`config.mk`:
```
export PLATFORM = sky130hd
export DESIGN_NAME = ctrl_sequencer
export DESIGN_NICKNAME = d
export VERILOG_FILES = /design/src/rtl/ctrl_sequencer.sv
export SDC_FILE = /design/constraint.sdc
export NUM_CORES = 1
export LEC_CHECK = 0
export BUFFER_PORTS_ARGS = -buffer_cell sky130_fd_sc_hd__clkbuf_2
export CORE_MARGIN = 2
export CORE_UTILIZATION = 43
export CTS_CLUSTER_DIAMETER = 30
export DETAILED_ROUTE_END_ITERATION = 12
export GPL_TIMING_DRIVEN = 0
export PLACE_DENSITY = 0.75
export SKIP_CTS_REPAIR_TIMING = 1
export SYNTH_ARGS = -nofsm -noshare
export SYNTH_HDL_FRONTEND = slang
export SYNTH_SLANG_ARGS = --single-unit
export TNS_END_PERCENT = 20
```
`constraint.sdc`:
```
create_clock -name clk -period 2 [get_ports clk]
set_input_delay 0.2 -clock clk [delete_from_list [all_inputs] [get_ports clk]]
set_output_delay 0.2 -clock clk [all_outputs]
set_load 0.02 [all_outputs]
```
`src/rtl/ctrl_sequencer.sv`:
```
// ctrl_sequencer
// Instruction sequencer for a small accumulator CPU. It loads the program,
// then runs FETCH -> DECODE -> (WAIT) -> EXECUTE for each instruction and
// drives the datapath enables and selects that match the instruction class.
//
// Parameters
//   PROG_LEN   number of program words written during LOAD (2..256)
//   DMEM_WAIT  extra data-memory wait cycles for memory-class ops (0..7)
//
// Optional feature
//   CTRL_SEQ_HALT_EN  when defined, IR=12'h0FF in EXECUTE halts the sequencer
//                     in STOP until reset and drives 'halted'. When undefined,
//                     12'h0FF is an ordinary 0000-class instruction and
//                     'halted' is tied low.
//
// Ports
//   clk        single clock, rising edge
//   rst        synchronous active-high reset
//   IR         current instruction register contents
//   SR         status flags (branch condition 0 selects SR[3])
//   PC_E .. PMem_LE  datapath enables and mux selects
//   ALU_Mode   ALU operation select
//   state      current sequencer state
//   load_addr  program-memory write address during LOAD
//   halted     sequencer is in STOP
module ctrl_sequencer #(
    parameter int PROG_LEN  = 10,
    parameter int DMEM_WAIT = 0
) (
    input  logic                        clk,
    input  logic                        rst,
    input  logic [11:0]                 IR,
    input  logic [3:0]                  SR,
    output logic                        PC_E,
    output logic                        ACC_E,
    output logic                        SR_E,
    output logic                        IR_E,
    output logic                        DR_E,
    output logic                        PMem_E,
    output logic                        DMem_E,
    output logic                        DMem_WE,
    output logic                        ALU_E,
    output logic                        MUX1_Sel,
    output logic                        MUX2_Sel,
    output logic                        PMem_LE,
    output logic [3:0]                  ALU_Mode,
    output logic [2:0]                  state,
    output logic [$clog2(PROG_LEN)-1:0] load_addr,
    output logic                        halted
);

    localparam int AW = $clog2(PROG_LEN);
    localparam logic [AW-1:0] LAST_ADDR = AW'(PROG_LEN - 1);
    // Last value of the wait counter before leaving WAIT (unused when DMEM_WAIT=0)
    localparam logic [2:0] WAIT_LAST = (DMEM_WAIT > 0) ? 3'(DMEM_WAIT - 1) : 3'd0;

    typedef enum logic [2:0] {
        ST_LOAD    = 3'b000,
        ST_FETCH   = 3'b001,
        ST_DECODE  = 3'b010,
        ST_EXECUTE = 3'b011,
        ST_STOP    = 3'b100,
        ST_WAIT    = 3'b101
    } state_t;

    state_t          state_r;
    logic [AW-1:0]   load_addr_r;
    logic [2:0]      wait_cnt_r;
    logic            is_mem_s;
    logic            halt_hit_s;

    // Branch condition c tests SR[3-c]
    function automatic logic cond_flag(input logic [3:0] sr, input logic [1:0] cond);
        logic flag;
        case (cond)
            2'd0:    flag = sr[3];
            2'd1:    flag = sr[2];
            2'd2:    flag = sr[1];
            2'd3:    flag = sr[0];
            default: flag = 1'b0;
        endcase
        return flag;
    endfunction

    assign is_mem_s = (IR[11:9] == 3'b001);

`ifdef CTRL_SEQ_HALT_EN
    assign halt_hit_s = (state_r == ST_EXECUTE) && (IR == 12'h0FF);
    assign halted     = (state_r == ST_STOP);
`else
    logic ir_unused_s;
    assign ir_unused_s = ^IR[3:0];
    assign halt_hit_s  = 1'b0;
    assign halted      = 1'b0;
`endif

    assign state     = state_r;
    assign load_addr = load_addr_r;

    // Sequencer state, program load address and data-memory wait counter
    always_ff @(posedge clk) begin
        if (rst) begin
            state_r     <= ST_LOAD;
            load_addr_r <= '0;
            wait_cnt_r  <= 3'd0;
        end else begin
            case (state_r)
                ST_LOAD: begin
                    // Address holds at the last word once loading is done
                    if (load_addr_r == LAST_ADDR) begin
                        state_r <= ST_FETCH;
                    end else begin
                        load_addr_r <= load_addr_r + AW'(1);
                    end
                end
                ST_FETCH: begin
                    state_r <= ST_DECODE;
                end
                ST_DECODE: begin
                    if (is_mem_s && (DMEM_WAIT > 0)) begin
                        state_r    <= ST_WAIT;
                        wait_cnt_r <= 3'd0;
                    end else begin
                        state_r <= ST_EXECUTE;
                    end
                end
                ST_WAIT: begin
                    if (wait_cnt_r == WAIT_LAST) begin
                        state_r    <= ST_EXECUTE;
                        wait_cnt_r <= 3'd0;
                    end else begin
                        wait_cnt_r <= wait_cnt_r + 3'd1;
                    end
                end
                ST_EXECUTE: begin
                    if (halt_hit_s) begin
                        state_r <= ST_STOP;
                    end else begin
                        state_r <= ST_FETCH;
                    end
                end
                ST_STOP: begin
                    state_r <= ST_STOP;
                end
                default: begin
                    state_r <= ST_LOAD;
                end
            endcase
        end
    end

    // Datapath controls decoded from the registered state and the current IR
    always_comb begin
        PC_E     = 1'b0;
        ACC_E    = 1'b0;
        SR_E     = 1'b0;
        IR_E     = 1'b0;
        DR_E     = 1'b0;
        PMem_E   = 1'b0;
        DMem_E   = 1'b0;
        DMem_WE  = 1'b0;
        ALU_E    = 1'b0;
        MUX1_Sel = 1'b0;
        MUX2_Sel = 1'b0;
        PMem_LE  = 1'b0;
        ALU_Mode = 4'd0;
        case (state_r)
            ST_LOAD: begin
                PMem_LE = 1'b1;
                PMem_E  = 1'b1;
            end
            ST_FETCH: begin
                PMem_E = 1'b1;
                IR_E   = 1'b1;
            end
            ST_DECODE: begin
                if (is_mem_s) begin
                    DMem_E = 1'b1;
                    DR_E   = 1'b1;
                end else begin
                    DMem_E = 1'b0;
                    DR_E   = 1'b0;
                end
            end
            ST_WAIT: begin
                // Memory read stays enabled while waiting on data memory
                DMem_E = 1'b1;
                DR_E   = 1'b1;
            end
            ST_EXECUTE: begin
                if (halt_hit_s) begin
                    PC_E = 1'b0;
                end else begin
                    casez (IR[11:8])
                        4'b0000: begin
                            PC_E     = 1'b1;
                            MUX1_Sel = 1'b1;
                        end
                        4'b0001: begin
                            PC_E = 1'b1;
                        end
                        4'b001?: begin
                            // IR[8]=1 loads the accumulator, IR[8]=0 stores to memory
                            PC_E     = 1'b1;
                            SR_E     = 1'b1;
                            ALU_E    = 1'b1;
                            MUX1_Sel = 1'b1;
                            MUX2_Sel = 1'b1;
                            ACC_E    = IR[8];
                            DMem_E   = ~IR[8];
                            DMem_WE  = ~IR[8];
                            ALU_Mode = IR[7:4];
                        end
                        4'b01??: begin
                            // Branch taken (select 0) when the chosen flag is set
                            PC_E     = 1'b1;
                            MUX1_Sel = ~cond_flag(SR, IR[9:8]);
                        end
                        4'b1???: begin
                            PC_E     = 1'b1;
                            ACC_E    = 1'b1;
                            SR_E     = 1'b1;
                            ALU_E    = 1'b1;
                            MUX1_Sel = 1'b1;
                            ALU_Mode = {1'b0, IR[10:8]};
                        end
                        default: begin
                            PC_E = 1'b0;
                        end
                    endcase
                end
            end
            ST_STOP: begin
                PC_E = 1'b0;
            end
            default: begin
                PC_E = 1'b0;
            end
        endcase
    end

endmodule

```
### After elaboration in Yosys (flattened, before gate mapping)

Index checks and enable logic that the tools add are counted.

* output and inout bits: 24
* register bits: 10
* word-level logic and storage cells: 58

* bitwise gates (word level): 3
* reductions and logical operators: 10
* multiplexer cells: 26
* add/sub/neg operators: 2
* equality and inequality tests: 14

Operators with widths (count)
* 3-bit one-hot mux with 6 select lines: 1
* 1-bit two-way mux: 15
* 3-bit two-way mux: 3
* 4-bit one-hot mux with 2 select lines: 1
* 3-bit by 1-bit equality test with 1-bit output, second input constant: 2
* 3-bit by 2-bit equality test with 1-bit output, second input constant: 2
* 3-bit equality test, second input constant: 2
* 3-bit logical NOT: 2
* 1-bit one-hot mux with 2 select lines: 3
* 5-bit OR reduction: 1
* 4-bit by 1-bit adder with 4-bit output, second input constant: 1
* 2-bit by 1-bit equality test with 1-bit output, second input constant: 2
* 2-bit equality test, second input constant: 2
* 4-bit by 1-bit equality test with 1-bit output, second input constant: 1
* 4-bit equality test, second input constant: 1
* 4-bit logical NOT: 1
* 4-bit two-way mux: 1
* 2-bit != test, second input constant: 2
* 1-bit one-hot mux with 4 select lines: 1
* 2-bit AND reduction: 2
* 2-bit OR reduction: 2
* 3-bit by 1-bit adder with 3-bit output, second input constant: 1
* 1-bit inverter: 3
* 1-bit one-hot mux with 3 select lines: 1
* 2 further kinds: 2

### Logic depth before layout (Yosys ltp)

Gate-level depths: netlist of the first run.

* word-level depth: 7
* depth in mapped cells: 6
* gate-level depth less buffers: 5

### Worst setup path after synthesis of the first run

Ideal clock, no wire load.

* path kind: register to output
* start: reg state_r[0] (netlist: state[0])
* end: out DMem_WE
* path buffers: 1
* path slack: 0.112 ns
* cell stages (with the launch flop): 6
* data required time: 1.800 ns
* arrival time: 1.688 ns
* path through: dfxtp_1 -> buf_4 -> nand3_1 -> inv_1 -> and2_1 -> nor2b_1

* word-level cells in the longest chain between the ends: 2

Ends and longest elaborated chain
* start: declaration: RTL line 66 `state_t state_r;`
* start signal: assignment: RTL line 103 `state_r <= ST_LOAD;`
* start signal: assignment: RTL line 111 `state_r <= ST_FETCH;`
* start signal: assignment: RTL line 117 `state_r <= ST_DECODE;`
* 3-bit by 2-bit equality test with 1-bit output: RTL line 167 `case (state_r)`
* 1-bit two-way mux: RTL line 167
* end: declaration: RTL line 41 `output logic DMem_WE,`

No other way between the ends.

### Worst setup path in the final report of the first run

* start: reg state_r[2] (netlist: state[2])
* end: out DMem_WE

Same word-level chain as after synthesis.

==> flow_summary.yaml, run 1 <==
final_layout:
  diodes: 0
  design_area_um2: 985.9
  drive_gt1_share_pct: 38.17
  area_growth_pct: 31.77
  most-common-layout-cells: "clkbuf_2, nor2_1, dfxtp_1"
  final_common_cell: "clkbuf_2"
  layout.nets: 154
floorplan:
  num_rows: 15
  dieArea_um2: 2090
  start_util_pct: 44.30
  core_um2: 1689
  io_pins: 42
  die_y_um: 45.72
  die_x_um: 45.72
yosys:
  netlist_top_cells_area: "dfxtp_1, ha_1, nor2_1, nor2b_1, inv_1"
  syn-num-nets: 114
  synth_top_area_share_pct: 26.76
  ys.warnings.count: 0
  synth_area_um2: 748.2
  syn_avg_cell_area_um2: 8.133
  ys_ff_latch: 10
  synth_ff_type: "dfxtp_1"
  yosysUniqueCellTypes: 36
  ys_async_sr_fraction_pct: 0
  synth_top_area_cell: "dfxtp_1"
  synthCells: 92
  seq_area_frac_synth_pct: 26.76
  synth_edf_count: 0
route:
  drt-vias-per-instance: 5.324
  wl_met1_um: 685
  wl_per_cell_um: 10.99
  drt_iter0_markers: 12
  dr_wl_met3_um: 118
  drt-total-wl_um: 1626
  wl_met2_um: 794
  num_vias: 788
  first_pass_iters: 4
  top_layer: "met4"
  drc_errors: 0
  final_antenna_net_count: 0
cts:
  cts_tree: "yes"
  clk_latency_ps: 270
  root_buffer: "clkbuf_4"
  htreeDepth: 1
  cts_buffers: 3
  clock_path_buffers: 2
  clk_pin_slew_worst_paths_ps: 70
  cts_sinks: 10
sta:
  period_minus_slack_ps: 1774
  setup_slack_ps: 225.6
  rsz0062_at_grt: "no"
  setup_violations: 0
  slew_violations: 0
  fin_crit_sh_pct: 88.72
  clock_skew_ps: 5.686
  hold_viol: 0
  max_freq_mhz: 563.6
  whs_ps: 311.3
  final.setup.tns_ps: 0
place:
  port_buffers: 35
  dp_slack_ps: 415.3
  dpl-instance-area_um2: 944.7
  dp_hpwl_um: 1283
  gp_congestion: 0.7329
grt:
  grtUsageTotal_pct: 14.73
  grt_max_degree: 11
  overflow: 0
  antenna_found_initial: 0
  grt_pass1_wl_um: 2228
  grt_pass1_vias: 577
critical_path:
  cp-startpoint: "state[2]$_SDFFE_PP0P_"
  ff2ff_setup_slack_ps: 480
  crit_fanout: 7
  end_kind: "output pin"
  r2r-end: "load_addr[0]$_SDFFE_PP0P_"
  cp.required_ps: 1800
  r2r_start: "load_addr[1]$_SDFFE_PP0P_"
  cp-endpoint: "DMem_WE"
  cp-start-kind: "flip-flop"
  reg2reg_depth: 5
  critPathKind: "reg2out"
  cp.arrival_ps: 1570
power_and_ir_drop:
  leakagePower_nw: 0.5303
  powerDensity_nw_per_um2: 955.4
  ir_worst_vdd_uv: 676.8
min_path:
  holdCritPathClass: "in2reg"
run_status:
  status: "completed"
run:
  maxCapViolations: 0
[worst min-delay path by stage]
stage                                          start  slack, ps  cells after the start                         end
after floorplan                                  rst        440                      2   load_addr[3]$_SDFFE_PP0P_
after global placement    wait_cnt_r[0]$_SDFFE_PP0P_        470                      2  wait_cnt_r[0]$_SDFFE_PP0P_
after detailed placement  wait_cnt_r[0]$_SDFFE_PP0P_        490                      2  wait_cnt_r[0]$_SDFFE_PP0P_
after CTS                                        rst        310                      3   load_addr[3]$_SDFFE_PP0P_
after global routing                             rst        340                      3   load_addr[3]$_SDFFE_PP0P_
final                                            rst        310                      3   load_addr[3]$_SDFFE_PP0P_
[power breakdown]
part	leakage [nW]	switching, mW	internal (mW)	total, mW
logic	0.428	0.278	0.206	0.484
clock network	0.0210	0.0737	0.111	0.184
registers	0.0815	0.0358	0.238	0.274
total	0.530	0.388	0.554	0.942
[layer usage]
| metal | vias up | global-route usage, % |
|---|---|---|
| met1 | 353 | 16.26 |
| met4 | 0 | 8.571 |
| met3 | 5 | 1.190 |
| li1 | 391 | - |
| met5 | - | 0 |
| met2 | 39 | 27.04 |
[cells by family after synthesis]
family                   after synthesis  share of synthesized area, %
AO/OA/AOI/OAI                         16                         14.71
XOR/XNOR                               1                         1.171
adder cells (fa/ha/maj)                4                         6.689
buffers and inverters                 15                         11.04
flip-flops                            10                         26.76
multiplexers                           4                         5.686
other                                  1                        0.5012
AND/OR/NAND/NOR                       41                         33.45
[per-stage QoR]
step	cells	utilization [%]	power, mW
after floorplan	92	-	0.6311
after global placement	144	55.93	0.7555
after detailed placement	144	55.93	0.7619
after CTS	148	58.07	0.9484
after global routing	148	58.37	1.009
final	148	58.37	0.9420
[flip-flops by register name, indices dropped and copies added, names as in the netlist]
register and cells:
state 3, load_addr 4, wait_cnt_r 3
[cell type report]
cell class	count	area, µm²
inverter	8	30.03
sequential	10	200.2
fill	157	703.2
timing repair buffer	35	175.2
buffer	7	52.55
multi-input combinational	67	470.5
tap	17	21.27
clock buffer	4	36.28
[worst max-delay path, stage by stage (launching register included)]
cell and delay (ps):
dfxtp_1 320, buf_6 140, inv_1 120, nand3_2 160, inv_1 120, and2_1 150
nor2b_1 130, clkbuf_2 170
[cells in the mapped netlist, drive strengths merged, types with 2 or more instances]
master and count:
a211oi 2, a21oi 4, a22oi 2, and2 2, and3b 2, buf 5
clkbuf 2, dfxtp 10, ha 4, inv 8, mux2 2, mux2i 2
nand2 4, nand3 2, nor2 12, nor2b 6, nor3 3, nor3b 2
o21ai 4
(Power assumes the default switching activity.)
==> run 2: changes to the inputs <==
--- a/config.mk
+++ b/config.mk
@@ -7,12 +7,13 @@
 export LEC_CHECK = 0
 export BUFFER_PORTS_ARGS = -buffer_cell sky130_fd_sc_hd__clkbuf_2
 export CORE_MARGIN = 2
-export CORE_UTILIZATION = 43
+export CORE_UTILIZATION = 46
 export CTS_CLUSTER_DIAMETER = 30
 export DETAILED_ROUTE_END_ITERATION = 12
 export GPL_TIMING_DRIVEN = 0
-export PLACE_DENSITY = 0.75
+export PLACE_DENSITY = 0.8
 export SKIP_CTS_REPAIR_TIMING = 1
+export SLEW_MARGIN = 20
 export SYNTH_ARGS = -nofsm -noshare
 export SYNTH_HDL_FRONTEND = slang
 export SYNTH_SLANG_ARGS = --single-unit
==> constraint.sdc (replaced) <==
create_clock -name clk -period 2.1 [get_ports clk]
set_input_delay 0.21 -clock clk [delete_from_list [all_inputs] [get_ports clk]]
set_output_delay 0.21 -clock clk [all_outputs]
set_load 0.02 [all_outputs]
==> run 2 against run 1 <==
Against the previous run: sequential power shrank 4%; worst setup slack gained 54 ps; non-clock buffer count is the same; die area shrank 6.0%; clock power shrank 34%; clock-buffer cell count shrank 1; combinational power shrank 4.8%; flip-flop and latch count is the same; sequential share of layout area grew 0.42 points; critical path depth is the same; core utilization grew 5.0 points; critical endpoint unchanged; largest power group unchanged; highest routed layer unchanged.
==> flow_summary.yaml, run 2 (synthesis results as in run 1) <==
power_and_ir_drop:
  seqPwrFrac_pct: 31.1
  powerDensity_nw_per_um2: 874.6
  leakagePower_nw: 0.5229
  internal_power_mw: 0.4886
  p_sw_share_pct: 42.16
  p_switching_mw: 0.3562
  power_frac_comb_pct: 54.6
  ir_worst_vdd_uv: 513.1
  finalPower_mw: 0.8448
  clkPwrFrac_pct: 14.4
cts:
  cts_buffers: 3
  clock_path_buffers: 2
  clk_pin_slew_worst_paths_ps: 60
  htreeDepth: 1
  cts_sinks: 10
  clk_latency_ps: 250
  root_buffer: "clkbuf_4"
  cts_tree: "yes"
floorplan:
  core_um2: 1524
  num_rows: 14
  start_util_pct: 49.10
  io_pins: 42
  dieArea_um2: 1965
  die_y_um: 44.33
  die_x_um: 44.33
grt:
  grt_max_degree: 11
  met2_usage_pct: 27.35
  grt_pass1_wl_um: 2546
  grt_pass1_vias: 635
  antenna_found_initial: 0
  grt_util_met3_pct: 3.673
  grtUsageTotal_pct: 16.81
  grt-busiest-layer: "met2"
  overflow: 0
  use_met1_pct: 21.30
route:
  drt-total-wl_um: 1528
  num_vias: 760
  drt-vias-per-instance: 5.205
  drt_iter0_markers: 6
  drc_errors: 0
  wl_per_cell_um: 10.47
  final_antenna_net_count: 0
  first_pass_iters: 4
final_layout:
  design_area_um2: 965.9
  most-common-layout-cells: "clkbuf_2, nor2_1, dfxtp_1"
  largest_register_ffs: 4
  final_common_cell: "clkbuf_2"
  drive_gt1_share_pct: 36.92
  layout.nets: 154
  area_growth_pct: 29.10
  diodes: 0
run:
  maxCapViolations: 0
critical_path:
  crit_chain: "buf_6, inv_1, nand3_1, inv_1, and2_1, nor2b_1, clkbuf_2"
  critPathBufInv: 4
  cp_slowest_cell: "dfxtp_1"
  crit_top_cell: "inv_1"
  crit_family: "buffers and inverters"
  cp-start-kind: "flip-flop"
  critPathKind: "reg2out"
  end_kind: "output pin"
  cp.arrival_ps: 1610
  cp.required_ps: 1890
  crit_fanout: 7
  cpPeakStageDelay_ps: 320
place:
  dp_hpwl_um: 1257
  gp_congestion: 0.7887
  dpl-instance-area_um2: 943.4
  port_buffers: 35
sta:
  setup_violations: 0
  rsz0062_at_grt: "no"
  max_freq_mhz: 549.3
  period_minus_slack_ps: 1821
  slew_violations: 0
  fin_crit_sh_pct: 86.69
  clock_skew_ps: 3.751
  hold_viol: 0
  final.setup.tns_ps: 0
min_path:
  holdCritPathClass: "in2reg"
run_status:
  status: "completed"
-- run 2: changes by cell type in the layout (fill, tap and decap cells not counted) --
| cell | before | now |
|---|---|---|
| clkbuf_8 | 1 | 0 |
| nand3_1 | 1 | 2 |
| nand3_2 | 1 | 0 |
-- run 2: worst register-to-register path: cells and delay by family (launching register included) --
kind          cells  cell delay, ps
buf+inv           1              80
flops             1             390
simple gates      2             430
fa+ha+maj         1             170
mux               1             350
-- run 2: final timing paths --
check | from | endpoint | slack (ps) | cells past startpoint
setup / recovery | state[2]$_SDFFE_PP0P_ | DMem_WE | 280 | 7
hold / removal | rst | load_addr[3]$_SDFFE_PP0P_ | 350 | 3
setup reg to reg | load_addr[1]$_SDFFE_PP0P_ | load_addr[0]$_SDFFE_PP0P_ | 570 | 5
hold reg to reg | wait_cnt_r[0]$_SDFFE_PP0P_ | wait_cnt_r[0]$_SDFFE_PP0P_ | 500 | 2
-- run 2: final cells by class --
type / instances / area, µm²
Buffer: 7 / 52.55
Fill cell: 142 / 558.0
Multi-Input combinational cell: 67 / 465.4
Tap cell: 16 / 20.02
Timing Repair Buffer: 35 / 175.2
Clock buffer: 3 / 22.52
Sequential cell: 10 / 200.2
Inverter: 8 / 30.03
-- run 2: layer usage --
metal  vias up  share of wire (%)  routed length, µm
li1        394                  -                  -
met1       327                 45                683
met2        37                 45                695
met3         2                8.9                136
met4         0               0.79                 12
met5         -                  0                  0
-- run 2: stage by stage --
stage / utilization [%] / cells / setup WS [ps] / hold WS, ps
after floorplan: - / 92 / 202.2 / 450.5
after global placement: 61.90 / 143 / 584.9 / 478.4
after CTS: 63.38 / 146 / 267.1 / 340.5
after global routing: 63.38 / 146 / 93.22 / 370.6
after detailed placement: 61.90 / 143 / 546.3 / 495.1
final: 63.38 / 146 / 279.4 / 350.0
-- run 2: power by group through the flow --
stage	Combinational, mW	Clock, mW	Sequential [mW]
2_1_floorplan	0.296	0	0.305
3_5_place_dp	0.463	0	0.267
5_1_grt	0.506	0.140	0.265
4_1_cts	0.464	0.127	0.262
3_3_place_gp	0.456	0	0.264
6_report	0.461	0.121	0.262
